<file path="config.mk">
export PLATFORM = sky130hd
export DESIGN_NAME = mod_reduce_128_flat
export DESIGN_NICKNAME = d
export VERILOG_FILES = /design/src/rtl/elgamal_pkg.sv /design/src/rtl/mod_reduce_128_if.sv /design/src/rtl/mod_reduce_128_sub_step.sv /design/src/rtl/mod_reduce_128.sv /design/src/flat_wrapper.sv
export SDC_FILE = /design/constraint.sdc
export NUM_CORES = 1
export LEC_CHECK = 0
export CAP_MARGIN = 20
export CORE_MARGIN = 1.5
export CORE_UTILIZATION = 55
export CTS_BUF_LIST = sky130_fd_sc_hd__clkbuf_8
export CTS_CLUSTER_DIAMETER = 50
export CTS_CLUSTER_SIZE = 20
export DETAILED_ROUTE_END_ITERATION = 10
export HOLD_SLACK_MARGIN = 0.08
export PLACE_DENSITY = 0.81
export SYNTH_ARGS = -nofsm -noshare
export SYNTH_HDL_FRONTEND = slang
export SYNTH_HIERARCHICAL = 1
export SYNTH_SLANG_ARGS = --single-unit
</file>
<file path="constraint.sdc">
create_clock -name clk -period 5.7 [get_ports clk]
set_clock_uncertainty 0.1 [all_clocks]
set_input_delay 1.425 -clock clk [delete_from_list [all_inputs] [get_ports clk]]
set_output_delay 1.425 -clock clk [all_outputs]
set_load 0.05 [all_outputs]
</file>
<file path="src/rtl/elgamal_pkg.sv">
`default_nettype none
// +----------------------------------------------------------------------+
// | elgamal_pkg                                                          |
// | Shared widths and state encoding for the ElGamal arithmetic chain.   |
// | Revision: 1.0                                                        |
// +----------------------------------------------------------------------+
package elgamal_pkg;

  localparam int unsigned c_SIZE  = 128;
  localparam int unsigned c_HALF  = c_SIZE / 2;
  localparam int unsigned c_CNT_W = $clog2(c_SIZE);

  typedef enum logic [1:0] {
    IDLE = 2'd0,
    CALC = 2'd1,
    DONE = 2'd2
  } mr_state_t;

endpackage
`default_nettype wire

</file>
<file path="src/rtl/mod_reduce_128_if.sv">
`default_nettype none
// +----------------------------------------------------------------------+
// | mod_reduce_128_if                                                    |
// | Product/modulus input stream and remainder output stream.           |
// | Revision: 1.0                                                        |
// +----------------------------------------------------------------------+
interface mod_reduce_128_if #(
  parameter int SIZE = elgamal_pkg::c_SIZE
);
  logic [SIZE-1:0]   input_tdata;
  logic [SIZE/2-1:0] input_modulus;
  logic              input_tvalid;
  logic              input_tready;
  logic [SIZE/2-1:0] output_tdata;
  logic              output_terror;
  logic              output_tvalid;
  logic              output_tready;

  modport slave (
    input  input_tdata, input_modulus, input_tvalid, output_tready,
    output input_tready, output_tdata, output_terror, output_tvalid
  );

  modport master (
    output input_tdata, input_modulus, input_tvalid, output_tready,
    input  input_tready, output_tdata, output_terror, output_tvalid
  );
endinterface
`default_nettype wire

</file>
<file path="src/rtl/mod_reduce_128_sub_step.sv">
`default_nettype none
// +----------------------------------------------------------------------+
// | mod_sub_step                                                         |
// | One restoring-remainder step: shift in a bit, subtract m if t >= m.  |
// | Revision: 1.0                                                        |
// +----------------------------------------------------------------------+
module mod_sub_step #(
  parameter int HALF = 64
) (
  input  logic [HALF:0]   i_r,
  input  logic            i_bit,
  input  logic [HALF-1:0] i_m,
  output logic [HALF:0]   o_r
);
  logic [HALF:0] w_t;
  logic [HALF:0] w_m;

  // r < m keeps the top bit of r clear, so shifting it out loses nothing
  assign w_t = (i_r << 1) | {{HALF{1'b0}}, i_bit};
  assign w_m = {1'b0, i_m};
  assign o_r = (w_t >= w_m) ? (w_t - w_m) : w_t;
endmodule
`default_nettype wire

</file>
<file path="src/rtl/mod_reduce_128.sv">
`default_nettype none
// +----------------------------------------------------------------------+
// | mod_reduce_128                                                       |
// | Bit-serial product mod modulus, one product bit per clock.           |
// | Revision: 1.0                                                        |
// +----------------------------------------------------------------------+
module mod_reduce_128
  import elgamal_pkg::*;
#(
  parameter int SIZE = c_SIZE
) (
  input  logic              clk,
  input  logic              rst,
  mod_reduce_128_if.slave   bus
);
  localparam int HALF  = SIZE / 2;
  localparam int CNT_W = $clog2(SIZE);

  mr_state_t         r_state;
  mr_state_t         w_state_next;
  logic [SIZE-1:0]   r_q;
  logic [HALF-1:0]   r_m;
  logic [HALF:0]     r_r;
  logic [HALF:0]     w_r_next;
  logic [CNT_W-1:0]  r_cnt;
  logic              r_valid;
  logic [HALF-1:0]   r_data;
  logic              r_err;
  logic              w_in_fire;
  logic              w_out_fire;

  assign bus.input_tready  = (r_state == IDLE) && !rst;
  assign bus.output_tvalid = r_valid;
  assign bus.output_tdata  = r_data;
  assign bus.output_terror = r_err;

  assign w_in_fire  = bus.input_tvalid && bus.input_tready;
  assign w_out_fire = r_valid && bus.output_tready;

  mod_sub_step #(.HALF(HALF)) u_step (
    .i_r   (r_r),
    .i_bit (r_q[SIZE-1]),
    .i_m   (r_m),
    .o_r   (w_r_next)
  );

  always_ff @(posedge clk) begin
    if (rst) r_state <= IDLE;
    else     r_state <= w_state_next;
  end

  always_comb begin
    w_state_next = r_state;
    case (r_state)
      IDLE: if (w_in_fire) w_state_next = (bus.input_modulus != '0) ? CALC : DONE;
      CALC: if (r_cnt == '0) w_state_next = DONE;
      DONE: if (w_out_fire) w_state_next = IDLE;
      default: w_state_next = IDLE;
    endcase
  end

  always_ff @(posedge clk) begin
    if (rst) begin
      r_q     <= '0;
      r_m     <= '0;
      r_r     <= '0;
      r_cnt   <= '0;
      r_valid <= 1'b0;
      r_data  <= '0;
      r_err   <= 1'b0;
    end else begin
      case (r_state)
        IDLE: begin
          if (w_in_fire) begin
            r_q    <= bus.input_tdata;
            r_m    <= bus.input_modulus;
            r_r    <= '0;
            r_cnt  <= CNT_W'(SIZE - 1);
            r_data <= '0;
            r_err  <= (bus.input_modulus == '0);
          end
        end
        CALC: begin
          r_r   <= w_r_next;
          r_q   <= r_q << 1;
          r_cnt <= r_cnt - 1'b1;
          if (r_cnt == '0) begin
            r_data  <= w_r_next[HALF-1:0];
            r_err   <= 1'b0;
            r_valid <= 1'b1;
          end
        end
        // Zero-modulus path enters here with valid low; it rises one edge later
        DONE: r_valid <= !w_out_fire;
        default: r_valid <= 1'b0;
      endcase
    end
  end
endmodule
`default_nettype wire

</file>
<file path="src/flat_wrapper.sv">
// flat-port wrapper written by rule: the top's interface ports become plain ports
module mod_reduce_128_flat import elgamal_pkg::*;
#(
  parameter int SIZE = c_SIZE
)
  (clk, rst, bus_input_tdata, bus_input_modulus, bus_input_tvalid, bus_output_tready, bus_input_tready, bus_output_tdata, bus_output_terror, bus_output_tvalid);
  mod_reduce_128_if #(.SIZE(SIZE)) bus_i ();
  input  logic clk;
  input  logic rst;
  input wire logic [$bits(bus_i.input_tdata)-1:0] bus_input_tdata;
  input wire logic [$bits(bus_i.input_modulus)-1:0] bus_input_modulus;
  input wire logic [$bits(bus_i.input_tvalid)-1:0] bus_input_tvalid;
  input wire logic [$bits(bus_i.output_tready)-1:0] bus_output_tready;
  output wire logic [$bits(bus_i.input_tready)-1:0] bus_input_tready;
  output wire logic [$bits(bus_i.output_tdata)-1:0] bus_output_tdata;
  output wire logic [$bits(bus_i.output_terror)-1:0] bus_output_terror;
  output wire logic [$bits(bus_i.output_tvalid)-1:0] bus_output_tvalid;
  assign bus_i.input_tdata = bus_input_tdata;
  assign bus_i.input_modulus = bus_input_modulus;
  assign bus_i.input_tvalid = bus_input_tvalid;
  assign bus_i.output_tready = bus_output_tready;
  assign bus_input_tready = bus_i.input_tready;
  assign bus_output_tdata = bus_i.output_tdata;
  assign bus_output_terror = bus_i.output_terror;
  assign bus_output_tvalid = bus_i.output_tvalid;
  mod_reduce_128 #(.SIZE(SIZE)) u_core (.clk(clk), .rst(rst), .bus(bus_i));
endmodule
</file>
==> results of run 1 <==
[worst max-delay path, stage by stage]
cell	delay [ps]
clkbuf_8	290
nor2b_1	310
clkdlybuf4s50_1	890
[routing by layer]
metal | vias up | routed length [µm] | GRT usage [%]
li1 | 8231 | - | -
met1 | 7905 | 22600 | 40.0
met2 | 564 | 23500 | 48.1
met3 | 79 | 3110 | 3.43
met4 | 0 | 1550 | 10.5
met5 | - | 0 | 0
[power by group]
group          leakage (µW)  switching (µW)  internal, µW
registers           0.00270             186          2650
logic               0.00509            1790          1030
clock network      0.000361             959           690
[state kept, by name, indices dropped and copies added, names as in the netlist]
register	count
u_core/r_q	128
u_core/bus.output_tdata	64
u_core/r_m	64
u_core/r_r	64
u_core/r_cnt	7
u_core/r_state	2
u_core/bus.output_terror	1
u_core/bus.output_tvalid	1
[worst paths after layout]
| check | slack [ps] | from | endpoint | cells after the start |
|---|---|---|---|---|
| worst max-delay path | 1210 | rst | bus_input_tready | 3 |
| worst min-delay path | 360 | u_core/r_m[2] | u_core/r_m[2] | 2 |
| worst max register to register | 1330 | u_core/r_m[4] | u_core/bus.output_tdata[63] | 13 |
| worst min register to register | 360 | u_core/r_m[2] | u_core/r_m[2] | 2 |
[cells in the final DEF, fill, tap and decap left out, drive strengths merged, types with 6 or more instances in the layout]
cell           count
a211oi           138
a21boi             8
a21o              44
a21oi            145
a22oi             65
a31oi             10
and3              10
buf               16
clkbuf            33
clkdlybuf4s50    261
clkinv             6
dfxtp            331
ha                68
inv               98
mux2i            129
nand2            237
nand3             86
nand4             87
nor2             232
nor2b             13
nor3              18
nor4              22
o211ai             8
o21a               7
o21ai            154
o21bai            17
o31ai              7
xnor2             27
xor2              30
[cell type report]
| cell class | instances | share of cell area, % |
|---|---|---|
| sequential | 331 | 31.4 |
| clock inverter | 25 | 1.45 |
| clock buffer | 32 | 2.09 |
| antenna | 3 | 0.0356 |
| inverter | 86 | 1.53 |
| tap | 402 | 2.38 |
| timing repair buffer | 278 | 13.3 |
| multi-input combinational | 1621 | 47.9 |
[metrics by stage]
step	instance area, µm²	util (%)	total power, µW
after floorplan	17700	-	4930
after global placement	20300	64.2	5550
after detailed placement	20300	64.3	5660
after CTS	21100	66.6	7300
after global routing	21100	66.7	7750
final	21100	66.7	7300
==> summary.log, run 1 <==
[sta] smallest setup slack after layout 1210 ps
[sta] Final min period 4490 ps
[placement] final weighted congestion in routability-driven placement 0.961
[cells_and_area] ratio of cells with drive above 1 in the final layout 3.88%
[placement] minimum setup slack after placement 1250 ps
[cells_and_area] post-route insts no fill 2778
[job] Max-cap violations 0
[floorplanning] total number of placement rows 65
[worst_setup_path] maximum fanout along the worst path 79
[worst_setup_path] CP Launch Type input pin
[drt] post-route ant nets 0
[global_routing] number of antenna violations at the first check in global routing 3
[sta] RSZ-0062 raised after global routing false
[power] Max rail drop VDD 0.412 mV
[placement] number of input and output port buffers inserted 262
[global_routing] All-Layer GR Usage 29.4%
[worst_setup_path] critical path endpoint category primary output
[outcome] result of the run finished, final reports clean
[clock_network] clock tree from TritonCTS yes
[cells_and_area] area taken by flip-flops and latches 6630 µm²
[clock_network] level count of the clock H-tree 1
[floorplanning] Die X 183 µm
[clock_network] Sink Count 331
[clock_network] cts bufs inserted 31
[yosys] Synth Warn # 6
[floorplanning] starting density of the core 56.1%
[worst_setup_path] Worst EP arrival 2970 ps
[yosys] post-synthesis instance area 17700 µm²
[sta] Hold Violations, Final 0
[clock_network] clock input transition at the sequential cells of the worst setup and hold paths 100 ps
[drt] via total after detailed routing 16779
[yosys] syn nets 2487
[power] total power density per cell area 346 nW/µm²
[drt] post-detailed-route DRC marker count 0
[cells_and_area] combined area of the multi-input logic cells 10100 µm²
[drt] DRC marker count from the first detailed-route iteration 1479
[drt] Routed Wire Length 50700 µm
[min_path] type of the most critical hold path flop to flop
[sta] worst max-slew margin expressed relative to the limit 31.5%
[drt] number of optimization iterations in the first detailed-route pass 5
[floorplanning] area enclosed by the die boundary 33300 µm²
[clock_network] PostCTS Resize Cnt 0
[placement] DP Wirelength 35600 µm
[cells_and_area] Layout Area Growth over Synthesis 19.0%
[drt] WL per Instance 18.3 µm
[yosys] gate count after technology mapping 2222
[cells_and_area] # nets final 2614
[yosys] Mean Syn Cell Area 7.98 µm²
[power] leakage power summed over all cells 0.00815 µW
[sta] Finish-stage setup viols 0
[sta] WHS 360 ps
[clock_network] Clock Path Buffers 3
[clock_network] root buffer cell clkbuf_8
[placement] number of placed instances, taps included 2717
[sta] slew at the pin closest to its max-slew limit 1020 ps
[sta] top achievable clock speed 223 MHz
[cells_and_area] filler cell count 2706
[sta] final sum of negative setup slack 0 ps
[worst_setup_path] required time at the worst-slack endpoint 4180 ps
[floorplanning] Top Ports 263
[worst_setup_path] type of the worst setup path input pin to primary output
[clock_network] insertion delay to the later sink of the worst-skew pair 620 ps
[sta] final clock period utilization by the worst path 78.8%
[clock_network] hold_buf cts 0
[global_routing] number of global-route vias before repair 15804
[clock_network] post-CTS setup buffer count 0
[floorplanning] Core Region 31600 µm²
[global_routing] largest net degree at the start of global routing 236
[sta] pins over their slew limit 0
[drt] via density per instance 6.04
[floorplanning] height of the chip 183 µm
[global_routing] global-route wire length before repair 81000 µm
[global_routing] leftover overflow at the end of global routing 0
No activity file was read; power rests on OpenSTA's default activity.
==> run 2: changes to the inputs <==
==> constraint.sdc (replaced) <==
create_clock -name clk -period 4.35 [get_ports clk]
set_clock_uncertainty 0.1 [all_clocks]
set_input_delay 1.0875 -clock clk [delete_from_list [all_inputs] [get_ports clk]]
set_output_delay 1.0875 -clock clk [all_outputs]
set_load 0.05 [all_outputs]
==> run 2 against run 1 <==
Net effect:
- routed wire length rose by 1.0%
- worst hold slack worse by 6.4 ps
- clock power up 35%
- cell count grew 0.29%
==> summary.log, run 2 (synthesis results as in run 1) <==
[power] Sequential Power Share 38.3%
[sta] pins over their slew limit 0
[clock_network] root buffer cell clkbuf_8
[worst_setup_path] cell mode on critical path a211o_1
[sta] final sum of negative setup slack 0 ps
[power] share of total power in combinational logic 38.8%
[power] total power density per cell area 457 nW/µm²
[cells_and_area] post-route core utilization 67.0%
[sta] worst max-slew margin expressed relative to the limit 30.1%
[clock_network] hold_buf cts 0
[sta] final clock period utilization by the worst path 90.0%
[global_routing] number of global-route vias before repair 16087
[floorplanning] Top Ports 263
[floorplanning] area enclosed by the die boundary 33300 µm²
[cells_and_area] diode count 0
[worst_setup_path] chain of cells forming the critical path inv_1, ha_1, a211o_1, a211o_1, o221a_2, o211ai_2, nand2_1, a21boi_4, o21ai_1, a211oi_4, buf_4, o21ai_0, a22oi_1, nor2_1
[cells_and_area] most frequent cells in the layout 331 x dfxtp_1, 260 x clkdlybuf4s50_1, 237 x nand2_1
[global_routing] number of antenna violations at the first check in global routing 0
[cells_and_area] ratio of cells with drive above 1 in the final layout 4.19%
[clock_network] clock input transition at the sequential cells of the worst setup and hold paths 80 ps
[sta] Finish-stage setup viols 0
[sta] top achievable clock speed 255 MHz
[drt] WL per Instance 18.4 µm
[clock_network] Clock Path Buffers 3
[outcome] result of the run finished, final reports clean
[global_routing] leftover overflow at the end of global routing 0
[worst_setup_path] delay of the slowest cell on the worst path 520 ps
[power] net switching power of the design 3830 µW
[drt] DRC marker count from the first detailed-route iteration 1755
[sta] Hold Violations, Final 0
[cells_and_area] max FFs per register 128
[power] switching portion of total power 39.6%
[global_routing] GRT met3 Usage 4.99%
[drt] post-detailed-route DRC marker count 0
[clock_network] cts bufs inserted 34
[cells_and_area] largest register by flop count u_core/r_q
[clock_network] post-CTS setup buffer count 0
[worst_setup_path] buffering stage count on the worst path with inverters included 2
[placement] final weighted congestion in routability-driven placement 0.971
[cells_and_area] # nets final 2625
[clock_network] level count of the clock H-tree 2
[cells_and_area] most common cell after layout, fill and taps aside dfxtp_1
[global_routing] global-route wire length before repair 81500 µm
[drt] via total after detailed routing 17036
[worst_setup_path] critical path endpoint category flop
[floorplanning] starting density of the core 56.1%
[global_routing] met2 Resource Use GR 47.3%
[power] total internal power 5850 µW
[worst_setup_path] family with the most delay on the worst path compound AO/OA/AOI/OAI gates
[job] Max-cap violations 0
[clock_network] Sink Count 331
[drt] Routed Wire Length 51300 µm
[drt] number of optimization iterations in the first detailed-route pass 6
[clock_network] PostCTS Resize Cnt 0
[sta] slew at the pin closest to its max-slew limit 1050 ps
[worst_setup_path] Max stage delay cell, worst path buf_4
[sta] Final min period 3920 ps
[power] leakage power summed over all cells 0.00824 µW
[cells_and_area] Layout Area Growth over Synthesis 19.5%
[power] Clk network pwr share 22.9%
[sta] RSZ-0062 raised after global routing false
[floorplanning] total number of placement rows 65
[floorplanning] Die X 183 µm
[drt] via density per instance 6.11
[worst_setup_path] required time at the worst-slack endpoint 4650 ps
[global_routing] largest net degree at the start of global routing 137
[global_routing] layer with the highest usage met2
[clock_network] insertion delay to the later sink of the worst-skew pair 570 ps
[clock_network] clock tree from TritonCTS yes
[power] Max rail drop VDD 0.501 mV
[placement] number of input and output port buffers inserted 262
[global_routing] All-Layer GR Usage 29.7%
[floorplanning] Core Region 31600 µm²
[min_path] type of the most critical hold path flop to flop
[global_routing] met1 usage in global routing 39.8%
[worst_setup_path] CP Launch Type flop
[worst_setup_path] Worst EP arrival 4220 ps
[floorplanning] height of the chip 183 µm
[worst_setup_path] maximum fanout along the worst path 61
[drt] post-route ant nets 0
[worst_setup_path] type of the worst setup path flop to flop
[cells_and_area] filler cell count 2619
[placement] DP Wirelength 35900 µm
[run 2: layout make-up]
class	instances	area, µm²	share of cell area [%]
clock buffer	39	537	2.53
timing repair buffer	286	2880	13.6
inverter	86	323	1.52
clock inverter	21	229	1.08
sequential	331	6630	31.3
multi-input combinational	1621	10100	47.7
tap	402	503	2.37
[run 2: path summary, 6_finish.rpt]
| path | start | endpoint | slack (ps) | cells past startpoint |
|---|---|---|---|---|
| setup / recovery | u_core/r_m[4] | u_core/r_r[50] | 430 | 14 |
| hold / removal | u_core/r_m[6] | u_core/r_m[6] | 350 | 2 |
| setup reg to reg | u_core/r_m[4] | u_core/r_r[50] | 430 | 14 |
| hold reg to reg | u_core/r_m[6] | u_core/r_m[6] | 350 | 2 |
[run 2: power by group through the flow]
stage               logic, µW  registers (µW)  clock network (µW)
floorplan                2740            3710                   0
global placement         3580            3750                   0
detailed placement       3660            3780                   0
CTS                      3690            3710                2250
global route             4090            3760                2380
finish                   3750            3710                2220
[run 2: worst reg2reg max path: stages, from the launching register on]
cell and delay, ps:
dfxtp_1 330, inv_1 40, ha_1 350, a211o_1 310
a211o_1 270, o221a_2 250, o211ai_2 210, nand2_1 150
a21boi_4 260, o21ai_1 150, a211oi_4 270, buf_4 520
o21ai_0 280, a22oi_1 220, nor2_1 60
[run 2: stage by stage]
stage	setup WS [ps]	std cells	instance area [µm²]	hold WS, ps	total power, µW
floorplan	998	2222	17700	334	6460
global placement	618	2725	20400	343	7330
detailed placement	508	2726	20400	346	7440
CTS	496	2786	21200	357	9650
global route	224	2786	21200	378	10200
finish	433	2786	21200	354	9680
[run 2: per-layer routing]
metal  vias up  wire length (µm)
li1       8252                 -
met5         -                 0
met4         0              1940
met1      7998             22700
met3       122              3720
met2       664             22900
==> run 3: changes to the inputs <==
--- a/config.mk
+++ b/config.mk
@@ -12,7 +12,7 @@
 export CTS_CLUSTER_DIAMETER = 50
 export CTS_CLUSTER_SIZE = 20
 export DETAILED_ROUTE_END_ITERATION = 10
-export HOLD_SLACK_MARGIN = 0.08
+export HOLD_SLACK_MARGIN = 0.1
 export PLACE_DENSITY = 0.81
 export SYNTH_ARGS = -nofsm -noshare
 export SYNTH_HDL_FRONTEND = slang
==> results of run 3 <==
No change in the layout: final DEF, timing and power equal those of run 2.
